[config.mk]
export PLATFORM = sky130hd
export DESIGN_NAME = vec_alu_seq
export DESIGN_NICKNAME = d
export VERILOG_FILES = /design/src/rtl/vec_alu_seq_pkg.sv /design/src/rtl/vec_alu_pipe_reg.sv /design/src/rtl/vec_alu_seq.sv
export SDC_FILE = /design/constraint.sdc
export NUM_CORES = 1
export LEC_CHECK = 0
export ABC_AREA = 1
export CORE_MARGIN = 3
export CORE_UTILIZATION = 30
export DETAILED_ROUTE_END_ITERATION = 10
export HOLD_SLACK_MARGIN = 0.15
export PLACE_DENSITY_LB_ADDON = 0.1
export SETUP_SLACK_MARGIN = 0.1
export SYNTH_ARGS = -nofsm -noshare
export SYNTH_HDL_FRONTEND = slang
export SYNTH_SLANG_ARGS = --single-unit
[constraint.sdc]
create_clock -name clk -period 8.3 [get_ports clk]
set_input_delay 1.66 -clock clk [delete_from_list [all_inputs] [get_ports clk]]
set_output_delay 1.66 -clock clk [all_outputs]
set_load 0.01 [all_outputs]
[src/rtl/vec_alu_seq_pkg.sv]
// Shared constants, ALU control encodings and sequencer state type
// for the vector element sequencer.
package vec_alu_seq_pkg;

  localparam int DW_DEF       = 32;
  localparam int VLEN_MAX_DEF = 32;
  localparam int CW_DEF       = 5;

  typedef enum logic [5:0] {
    FN_NOP  = 6'h00,
    FN_SLL  = 6'h04,
    FN_SRL  = 6'h06,
    FN_MULT = 6'h18,
    FN_ADD  = 6'h20,
    FN_SUB  = 6'h22,
    FN_LW   = 6'h23,
    FN_AND  = 6'h24,
    FN_OR   = 6'h25,
    FN_XOR  = 6'h26,
    FN_SLT  = 6'h2A,
    FN_SW   = 6'h2B,
    FN_ABS  = 6'h30
  } funct_e;

  typedef enum logic [1:0] {
    ALUOP_MEM   = 2'b00,
    ALUOP_BRANCH = 2'b01,
    ALUOP_RTYPE = 2'b10,
    ALUOP_IMM   = 2'b11
  } aluop_e;

  typedef enum logic [1:0] {
    ST_IDLE  = 2'b00,
    ST_RUN   = 2'b01,
    ST_DRAIN = 2'b10,
    ST_DONE  = 2'b11
  } state_e;

endpackage

[src/rtl/vec_alu_pipe_reg.sv]
// Valid+data pipeline register that holds its contents while stalled.
module vec_alu_pipe_reg #(
  parameter int W = 8
) (
  input  logic         clk,
  input  logic         rst,
  input  logic         stall,
  input  logic         in_valid,
  input  logic [W-1:0] in_data,
  output logic         out_valid,
  output logic [W-1:0] out_data
);

  // Data only moves with a valid element so outputs keep the last element.
  always_ff @(posedge clk or posedge rst) begin
    if (rst) begin
      out_valid <= 1'b0;
      out_data  <= '0;
    end else if (!stall) begin
      out_valid <= in_valid;
      if (in_valid) out_data <= in_data;
    end
  end

endmodule

[src/rtl/vec_alu_seq.sv]
// Element sequencer: steps a vector instruction through a shared scalar ALU
// with a three-stage read / operate / writeback pipeline.
module vec_alu_seq
  import vec_alu_seq_pkg::*;
#(
  parameter int DW       = DW_DEF,
  parameter int VLEN_MAX = VLEN_MAX_DEF,
  parameter int CW       = CW_DEF
) (
  input  logic                clk,
  input  logic                rst,
  input  logic                in_valid,
  output logic                in_ready,
  input  logic [5:0]          in_funct,
  input  logic [1:0]          in_aluop,
  input  logic                in_alusrc,
  input  logic [4:0]          in_shamt,
  input  logic [DW-1:0]       in_immd,
  input  logic [CW:0]         in_vlen,
  input  logic                stall,
  output logic [CW-1:0]       rd_idx,
  input  logic [DW-1:0]       rd_data1,
  input  logic [DW-1:0]       rd_data2,
  output logic [CW-1:0]       alu_cnt,
  output logic [5:0]          alu_funct,
  output logic [1:0]          alu_op,
  output logic                alu_src,
  output logic [4:0]          alu_shamt,
  output logic [DW-1:0]       alu_immd,
  output logic [DW-1:0]       alu_a,
  output logic [DW-1:0]       alu_b,
  input  logic [DW-1:0]       alu_result,
  input  logic                alu_overflow,
  output logic                wb_en,
  output logic [CW-1:0]       wb_idx,
  output logic [DW-1:0]       wb_data,
  output logic [VLEN_MAX-1:0] ovf_mask,
  output logic                done
);

  localparam logic [CW:0] VMAX = (CW+1)'(VLEN_MAX);
  localparam logic [CW:0] ONE  = (CW+1)'(1);

  state_e          state, state_nxt;
  logic [CW-1:0]   counter, counter_nxt;
  logic [CW:0]     vlen_q;
  logic [CW:0]     vlen_clamped;
  logic            accept, issue, wb_fire, last_issue, last_wb;
  logic            s1_valid, s2_valid, s2_ovf;
  logic [2*DW+CW-1:0] s1_data;
  logic [DW+CW:0]     s2_data;

  assign in_ready     = (state == ST_IDLE) && !stall;
  assign accept       = in_valid && in_ready;
  assign issue        = (state == ST_RUN) && !stall;
  assign wb_fire      = s2_valid && !stall;
  assign vlen_clamped = (in_vlen > VMAX) ? VMAX : in_vlen;
  assign last_issue   = ({1'b0, counter} == (vlen_q - ONE));
  assign last_wb      = wb_fire && ({1'b0, wb_idx} == (vlen_q - ONE));
  assign rd_idx       = counter;
  assign wb_en        = wb_fire;

  always_ff @(posedge clk or posedge rst) begin
    if (rst) begin
      state   <= ST_IDLE;
      counter <= '0;
    end else begin
      state   <= state_nxt;
      counter <= counter_nxt;
    end
  end

  always_comb begin
    state_nxt   = state;
    counter_nxt = counter;
    done        = 1'b0;
    case (state)
      ST_IDLE: begin
        if (accept) begin
          counter_nxt = '0;
          state_nxt   = (vlen_clamped == '0) ? ST_DONE : ST_RUN;
        end
      end
      ST_RUN: begin
        // The counter parks on the last element instead of wrapping.
        if (issue) begin
          if (last_issue) state_nxt = ST_DRAIN;
          else            counter_nxt = counter + 1'b1;
        end
      end
      ST_DRAIN: begin
        if (last_wb) state_nxt = ST_DONE;
      end
      ST_DONE: begin
        if (!stall) begin
          done      = 1'b1;
          state_nxt = ST_IDLE;
        end
      end
      default: state_nxt = ST_IDLE;
    endcase
  end

  // Control fields are captured once per instruction and held throughout.
  always_ff @(posedge clk or posedge rst) begin
    if (rst) begin
      alu_funct <= '0;
      alu_op    <= '0;
      alu_src   <= 1'b0;
      alu_shamt <= '0;
      alu_immd  <= '0;
      vlen_q    <= '0;
      ovf_mask  <= '0;
    end else if (accept) begin
      alu_funct <= in_funct;
      alu_op    <= in_aluop;
      alu_src   <= in_alusrc;
      alu_shamt <= in_shamt;
      alu_immd  <= in_immd;
      vlen_q    <= vlen_clamped;
      ovf_mask  <= '0;
    end else if (wb_fire) begin
      ovf_mask[wb_idx] <= ovf_mask[wb_idx] | s2_ovf;
    end
  end

  vec_alu_pipe_reg #(.W(2*DW+CW)) u_s1 (
    .clk       (clk),
    .rst       (rst),
    .stall     (stall),
    .in_valid  (issue),
    .in_data   ({rd_data1, rd_data2, counter}),
    .out_valid (s1_valid),
    .out_data  (s1_data)
  );

  assign {alu_a, alu_b, alu_cnt} = s1_data;

  vec_alu_pipe_reg #(.W(DW+CW+1)) u_s2 (
    .clk       (clk),
    .rst       (rst),
    .stall     (stall),
    .in_valid  (s1_valid),
    .in_data   ({alu_result, alu_cnt, alu_overflow}),
    .out_valid (s2_valid),
    .out_data  (s2_data)
  );

  assign {wb_data, wb_idx, s2_ovf} = s2_data;

endmodule

==> results.cfg, run 1 <==
[critical_path]
path_common_cell = clkdlybuf4s50_1
arrival_ps = 3260
cp-end-kind = output pin
crit_chain = clkdlybuf4s50_1, nor2_1, clkdlybuf4s50_1
crit_slowest_cell = clkdlybuf4s50_1
start_kind = input port
required_ps = 6640
cp_top_family = buffers and inverters
path_buf_inv = 2
criticalPathCategory = input port to output pin
max_stage_delay_ps = 650
crit_fanout = 6

[yosys]
synth_common_cells = nand2_1, dfrtp_1, nor2_1, mux2_2, inv_1
ys_types = 26
yosys.area.top_type = dfrtp_1
ys_warn_count = 0
synth_edf_count = 0
synth_cells = 991
avgSynthCellArea_um2 = 9.33
yosysMostFrequentCell = nand2_1
async_flop_share_pct = 100
synthesis.area_um2 = 9250
synth_top_area_share_pct = 54.1
synthTopCellsByArea = dfrtp_1, mux2_2, nand2_1
synth_ff_type = dfrtp_1
synth_sequential_area_ratio_pct = 54.1
synthesis.nets = 1151
ys_ff_latch = 200

[floorplan]
io_pins = 345
dieHeight_um = 182
die_w_um = 182
num_rows = 63
start_util_pct = 30.8
dieArea_um2 = 33000
core-area_um2 = 30000

[global_routing]
top_usage_layer = met2
grt_pass1_vias = 7945
met1_usage_pct = 21.5
grt_pass1_wl_um = 44700
met2_usage_pct = 27.5
grt_max_degree = 85
antenna_found_initial = 1
grt-ovfl-total = 0
grt_usage_pct = 16.9
grt_util_met3_pct = 6.93

[power_and_ir_drop]
power_density_nw_per_um2 = 351
p_sw_w = 0.00171
swShare_pct = 36.6
p_int_w = 0.00296
ir_drop_v = 0.000152
power_w = 0.00467
p_comb_share_pct = 46.6
clkPwrFrac_pct = 17.5
power_frac_seq_pct = 35.9
p_leak_nw = 6.10

[clock_network]
path_clk_slew_ps = 70
cts_root_buf = clkbuf_16
htreeDepth = 4
post_cts_buffers = 0
clockBufferDepth = 2
numCtsBuffers = 17
cts_tree = done
ctsResizeCount = 0
insertion_delay_ps = 440
cts_sinks = 200
cts_hold_buffers = 0

[run]
cap_viol_max_count = 0

[route]
totalWireLength_um = 27700
drtAntennaViolNets = 0
dr.pass1.iters = 5
vias_per_cell = 4.49
drcViolationCount = 0
dr.first_iter.drc_count = 367
routedWlPerCell_um = 16.4
num_vias = 7567

[layout]
fill_cells = 2954
syn_to_final_growth_pct = 43.7
antenna_cells = 0
design_area_um2 = 13300
nets = 1444
fin_cells = 1687
drive_above_1_share_pct = 11.4

[sta]
slew_headroom_pct = 30.6
fin_crit_ps = 4920
fin_setup_tns_ps = 0
finClkSkew_ps = 19.3
worstMarginPinSlew_ps = 1040
slew_violations = 0
rsz0062_at_grt = false
setup_viol = 0
final_hold_viol_count = 0
max_freq_mhz = 203
layout_setup_ws_ps = 3380
post-route-period-util_pct = 59.3

[place]
port_buffers = 344
placed_area_um2 = 12700
gp_congestion = 0.765
post-place-cells = 1655
dp_hpwl_um = 19800
dpl_worst_slack_ps = 3350

[hold_path]
hold_path.class = flop to flop

[run_status]
status = complete, no violations
[metrics by stage]
stage	hold slack [ps]	util [%]
detailed placement	464	42.4
floorplan	449	-
finish	482	44.2
CTS	488	44.2
global route	501	44.2
global placement	462	42.4
[cells in the final DEF (no fill, tap or decap)]
| cell | synthesis | routed |
|---|---|---|
| a21oi_1 | 15 | 15 |
| a21oi_2 | 1 | 1 |
| buf_4 | 40 | 5 |
| clkbuf_1 | 11 | 1 |
| clkbuf_16 | 0 | 17 |
| clkdlybuf4s50_1 | 0 | 344 |
| clkinv_2 | 0 | 2 |
| clkinv_4 | 0 | 2 |
| clkinv_8 | 0 | 3 |
| clkinvlp_4 | 0 | 1 |
| dfrtp_1 | 200 | 200 |
| ha_1 | 7 | 7 |
| inv_1 | 78 | 77 |
| inv_2 | 4 | 4 |
| inv_6 | 0 | 5 |
| inv_8 | 0 | 2 |
| mux2_2 | 96 | 96 |
| nand2_1 | 272 | 269 |
| nand2_2 | 0 | 2 |
| nand2_4 | 0 | 1 |
| nand3_1 | 34 | 34 |
| nand3_2 | 1 | 1 |
| nand4_1 | 41 | 41 |
| nor2_1 | 129 | 129 |
| nor2_2 | 1 | 1 |
| nor2_4 | 3 | 3 |
| nor3_1 | 8 | 8 |
| nor3b_1 | 1 | 1 |
| nor4_1 | 1 | 1 |
| o21ai_0 | 14 | 14 |
| o21ai_1 | 5 | 5 |
| o22ai_1 | 1 | 1 |
| or2_2 | 2 | 2 |
| xor2_1 | 2 | 2 |
[power groups by stage]
stage / combinational [W] / clock [W] / sequential, W
floorplan: 0.00107 / 0 / 0.00179
global placement: 0.00220 / 0 / 0.00168
detailed placement: 0.00221 / 0 / 0.00169
CTS: 0.00222 / 0.000852 / 0.00168
global route: 0.00239 / 0.000892 / 0.00174
finish: 0.00218 / 0.000816 / 0.00168
[worst register-to-register path, cell delays in order (launching register included)]
cell     delay, ps
dfrtp_1        430
inv_1          120
ha_1           160
inv_1           90
nor2_1         160
nand2_2         50
buf_4          300
inv_2          540
buf_4          580
o22ai_1        220
inv_1          190
nand3_1        200
nand3_1        120
nand2_1         60
[cells by family (layout without fill, tap and decap cells)]
kind of cell,after synthesis,after routing,synth area share (%)
AOI/OAI and AO/OA,36,36,2.00
xor gates and xnor gates,2,2,0.189
adders and majority gates,7,7,0.947
buffers and inverters,157,463,8.93
DFF,200,200,54.1
muxes,96,96,11.7
and+or+nand+nor,493,493,22.1
[per-layer routing]
metal	wire length [um]	share of wire, %	up-vias
li1	-	-	3719
met2	12900	47	264
met5	11	0.040	-
met3	2700	9.8	7
met4	131	0.47	2
met1	11900	43	3575
[flip-flops by register name, indices dropped and copies added, names as in the netlist]
register / flops
alu_funct: 6
alu_immd: 32
alu_op: 2
alu_shamt: 5
alu_src: 1
ovf_mask: 32
rd_idx: 5
state: 2
u_s1.out_data: 69
u_s1.out_valid: 1
u_s2.out_data: 38
u_s2.out_valid: 1
vlen_q: 6
[worst paths after layout]
path,start,to,slack (ps),cells after the start
worst max-delay path,stall,wb_en,3380,3
worst min-delay path,alu_immd[27],alu_immd[27],480,2
worst max register to register,state[1],rd_idx[3],4970,13
worst min register to register,alu_immd[27],alu_immd[27],480,2
max in group asynchronous,rst,u_s1.out_data[22],5260,3
min in group asynchronous,rst,u_s1.out_data[45],1730,2
[layout make-up]
type                            count  area, um^2  area share [%]
Tap cell                          390         488            3.67
Inverter                           82         315            2.37
Clock inverter                     14         139            1.05
Multi-Input combinational cell    634        3430            25.8
Sequential cell                   200        5000            37.7
Timing Repair Buffer              349        3480            26.2
Clock buffer                       18         429            3.23
No activity file was read; power rests on OpenSTA's default activity.
==> run 2, diff against run 1 <==
- clock period: 8.3 -> 4.5 ns (I/O delays scaled with it)
==> results.cfg, run 2 (same netlist as run 1, synthesis figures left out) <==
[global_routing]
grt-ovfl-total = 0
grt_pass1_vias = 7715
grt_usage_pct = 17.1
antenna_found_initial = 2
grt_max_degree = 121
grt_pass1_wl_um = 44600

[critical_path]
ff2ff_path_depth = 11
cp-end-kind = output pin
start_kind = input port
criticalPathCategory = input port to output pin
r2r_start = u_s2.out_data[1]
rrSetupSlack_ps = 1740
arrival_ps = 2450
crit_fanout = 6
required_ps = 3600
timing.rr.end = ovf_mask[10]

[clock_network]
cts_sinks = 200
htreeDepth = 4
ctsResizeCount = 0
cts_tree = done
path_clk_slew_ps = 80
cts_root_buf = clkbuf_16
post_cts_buffers = 0
numCtsBuffers = 17
insertion_delay_ps = 440
clockBufferDepth = 2
cts_hold_buffers = 0

[route]
routedWlPerCell_um = 16.7
dr.pass1.iters = 5
drtAntennaViolNets = 0
num_vias = 7656
totalWireLength_um = 28100
vias_per_cell = 4.53
drcViolationCount = 0
dr.first_iter.drc_count = 363

[run]
cap_viol_max_count = 0

[power_and_ir_drop]
power_density_nw_per_um2 = 649
ir_drop_v = 0.000405
power_w = 0.00863
p_leak_nw = 6.08

[sta]
rsz0062_at_grt = false
finClkSkew_ps = 10.1
max_freq_mhz = 298
final_hold_viol_count = 0
worstMarginPinSlew_ps = 980
slew_violations = 0
setup_viol = 0
fin_setup_tns_ps = 0
fin_crit_ps = 3350
post-route-period-util_pct = 74.5
slew_headroom_pct = 34.4

[layout]
multi_input_area_um2 = 3430
top_regs = u_s1.out_data x69, u_s2.out_data x38
regMostFlops = u_s1.out_data
layout_commonest_cell = clkdlybuf4s50_1
final_cell_mix = clkdlybuf4s50_1, nand2_1, dfrtp_1
largest_reg_flops = 69
fill_cells = 2967
seqCellArea_um2 = 5000
syn_to_final_growth_pct = 43.9
nets = 1446
antenna_cells = 0
drive_above_1_share_pct = 11.3

[place]
port_buffers = 344
gp_congestion = 0.768
dp_hpwl_um = 19900

[floorplan]
start_util_pct = 30.8
core-area_um2 = 30000
io_pins = 345
num_rows = 63
die_w_um = 182
dieHeight_um = 182
dieArea_um2 = 33000

[hold_path]
hold_path.class = flop to flop
worstHoldStart = alu_immd[7]
holdPathEnd = alu_immd[7]
min_path_cells = 2

[run_status]
status = complete, no violations
[run 2: cell types whose count changed in the layout (fill, tap and decap cells not counted)]
cell | before | now
clkbuf_8 | 0 | 2
inv_8 | 2 | 0
buf_12 | 0 | 1
buf_4 | 5 | 6
bufinv_16 | 0 | 1
clkinvlp_4 | 1 | 6
inv_6 | 5 | 1
clkbuf_1 | 1 | 4
clkinv_2 | 2 | 0
clkinv_8 | 3 | 0
[run 2: how the worst max path moves through the flow]
| stage | slack (ps) | endpoint | start |
|---|---|---|---|
| finish | 1150 | wb_en | stall |
| global route | 1080 | wb_en | stall |
| CTS | 1140 | wb_en | stall |
| detailed placement | 1140 | wb_en | stall |
| global placement | 1150 | wb_en | stall |
| floorplan | 1010 | alu_funct[0] | rst |
[run 2: power by group]
group / leakage, nW / internal, W / switching (W) / total [W]
clock network: 0.256 / 0.000798 / 0.000709 / 0.00151
registers: 2.48 / 0.00258 / 0.000548 / 0.00313
logic: 3.35 / 0.00214 / 0.00185 / 0.00399
[run 2: layout make-up]
| class | count | share of cell area (%) |
|---|---|---|
| multi-input cells | 634 | 25.8 |
| inverters | 82 | 2.34 |
| well taps | 390 | 3.67 |
| repair buffers | 351 | 26.4 |
| clock inverters | 9 | 0.705 |
| clock buffers | 23 | 3.52 |
| flip-flops and latches | 200 | 37.6 |
[run 2: worst max-delay path: stages]
cell and delay, ps:
clkdlybuf4s50_1 570, nor2_1 320, clkdlybuf4s50_1 660
[run 2: through the flow]
stage | cells | utilization [%] | cell area [um^2] | hold WS, ps | setup WS [ps]
final | 1689 | 44.3 | 13300 | 481 | 1150
after CTS | 1689 | 44.3 | 13300 | 485 | 1140
after global placement | 1657 | 42.4 | 12700 | 462 | 1150
after detailed placement | 1657 | 42.4 | 12700 | 467 | 1140
after global routing | 1689 | 44.3 | 13300 | 499 | 1080
after floorplan | 991 | - | 9250 | 449 | 1010
[run 2: routing by layer]
layer	up-vias	routed length [um]	GRT usage (%)
met5	-	25	0
met4	4	325	3.72
met3	21	2590	6.69
met2	274	13200	27.3
met1	3648	12000	22.0
li1	3709	-	-
==> run 3, diff against run 2 <==
- clock period: 4.5 -> 3.1 ns (I/O delays scaled with it)
==> results.cfg, run 3 (same netlist as run 1, synthesis figures left out) <==
[floorplan]
core-area_um2 = 30000
io_pins = 345
start_util_pct = 30.8
die_w_um = 182
dieHeight_um = 182
dieArea_um2 = 33000
num_rows = 63

[global_routing]
grt_pass1_vias = 7990
grt-ovfl-total = 0
antenna_found_initial = 2
grt_pass1_wl_um = 44500
grt_usage_pct = 17.0
grt_max_degree = 51

[critical_path]
criticalPathCategory = input port to output pin
start_kind = input port
crit_fanout = 6
required_ps = 2480
arrival_ps = 2090
cp-end-kind = output pin
ff2ff_path_depth = 9
rrSetupSlack_ps = 890

[power_and_ir_drop]
power_w = 0.0127
p_leak_nw = 6.22
power_density_nw_per_um2 = 938
ir_drop_v = 0.000401

[hold_path]
hold_path.class = flop to flop
min_path_cells = 2

[clock_network]
path_clk_slew_ps = 90
cts_root_buf = clkbuf_16
cts_hold_buffers = 0
post_cts_buffers = 0
insertion_delay_ps = 450
cts_sinks = 200
clockBufferDepth = 2
htreeDepth = 4
numCtsBuffers = 17
cts_tree = done
ctsResizeCount = 0

[layout]
top_regs = u_s1.out_data x69, u_s2.out_data x38
antenna_cells = 0
nets = 1460
largest_reg_flops = 69
layout_commonest_cell = clkdlybuf4s50_1
regMostFlops = u_s1.out_data
syn_to_final_growth_pct = 46.5
design_area_um2 = 13600
final_cell_mix = clkdlybuf4s50_1, nand2_1, dfrtp_1
drive_above_1_share_pct = 12.6

[place]
gp_congestion = 0.801
port_buffers = 344
dp_hpwl_um = 20700
placed_area_um2 = 12900
dpl_worst_slack_ps = 356

[route]
drcViolationCount = 0
dr.first_iter.drc_count = 268
routedWlPerCell_um = 16.6
vias_per_cell = 4.49
drtAntennaViolNets = 0
dr.pass1.iters = 4
totalWireLength_um = 28200
num_vias = 7642

[sta]
fin_crit_ps = 2710
whs_ps = 484
fin_setup_tns_ps = 0
rsz0062_at_grt = false
finClkSkew_ps = 17.2
slew_headroom_pct = 49.0
worstMarginPinSlew_ps = 763
layout_setup_ws_ps = 388
slew_violations = 0
post-route-period-util_pct = 87.5
setup_viol = 0
max_freq_mhz = 369
final_hold_viol_count = 0

[run_status]
status = complete, no violations

[run]
cap_viol_max_count = 0
-- run 3: changes by cell type in the layout (fill, tap and decap cells not counted) --
cell	previous run	this run
clkinv_4	2	1
clkbuf_8	2	0
buf_4	6	12
clkinv_8	0	5
bufinv_16	1	0
clkinv_2	0	1
inv_6	1	2
buf_12	1	9
inv_8	0	5
clkbuf_1	4	0
clkinvlp_4	6	2
-- run 3: worst max-delay path: stages --
cell,delay [ps]
clkdlybuf4s50_1,570
nor2_1,270
clkdlybuf4s50_1,630
-- run 3: stage by stage --
| step | utilization (%) | std cells |
|---|---|---|
| after global placement | 43.1 | 1671 |
| after global routing | 45.1 | 1703 |
| after detailed placement | 43.1 | 1671 |
| final | 45.1 | 1703 |
| after floorplan | - | 991 |
| after CTS | 45.1 | 1703 |
-- run 3: power by group --
group	total, W	internal (W)	switching (W)
Combinational	0.00593	0.00318	0.00275
Clock	0.00230	0.00110	0.00120
Sequential	0.00449	0.00375	0.000738
-- run 3: metal layers --
| metal | vias up | GRT usage [%] | wire length [um] |
|---|---|---|---|
| met2 | 293 | 28.5 | 13200 |
| met5 | - | 0 | 21 |
| met1 | 3580 | 20.9 | 11900 |
| met4 | 4 | 3.99 | 359 |
| li1 | 3742 | - | - |
| met3 | 23 | 6.45 | 2680 |
-- run 3: final cells by class --
class	count	area, um^2
clock buffers	17	425
multi-input cells	634	3430
inverters	82	312
repair buffers	365	3710
fillers	2952	16500
flip-flops and latches	200	5000
well taps	390	488
clock inverters	15	176
-- run 3: worst paths after layout --
check | startpoint | end
worst max-delay path | stall | wb_en
worst min-delay path | alu_immd[9] | alu_immd[9]
worst max register to register | u_s2.out_data[2] | ovf_mask[30]
worst min register to register | alu_immd[9] | alu_immd[9]
max in group asynchronous | rst | u_s2.out_data[4]
min in group asynchronous | rst | u_s1.out_data[55]
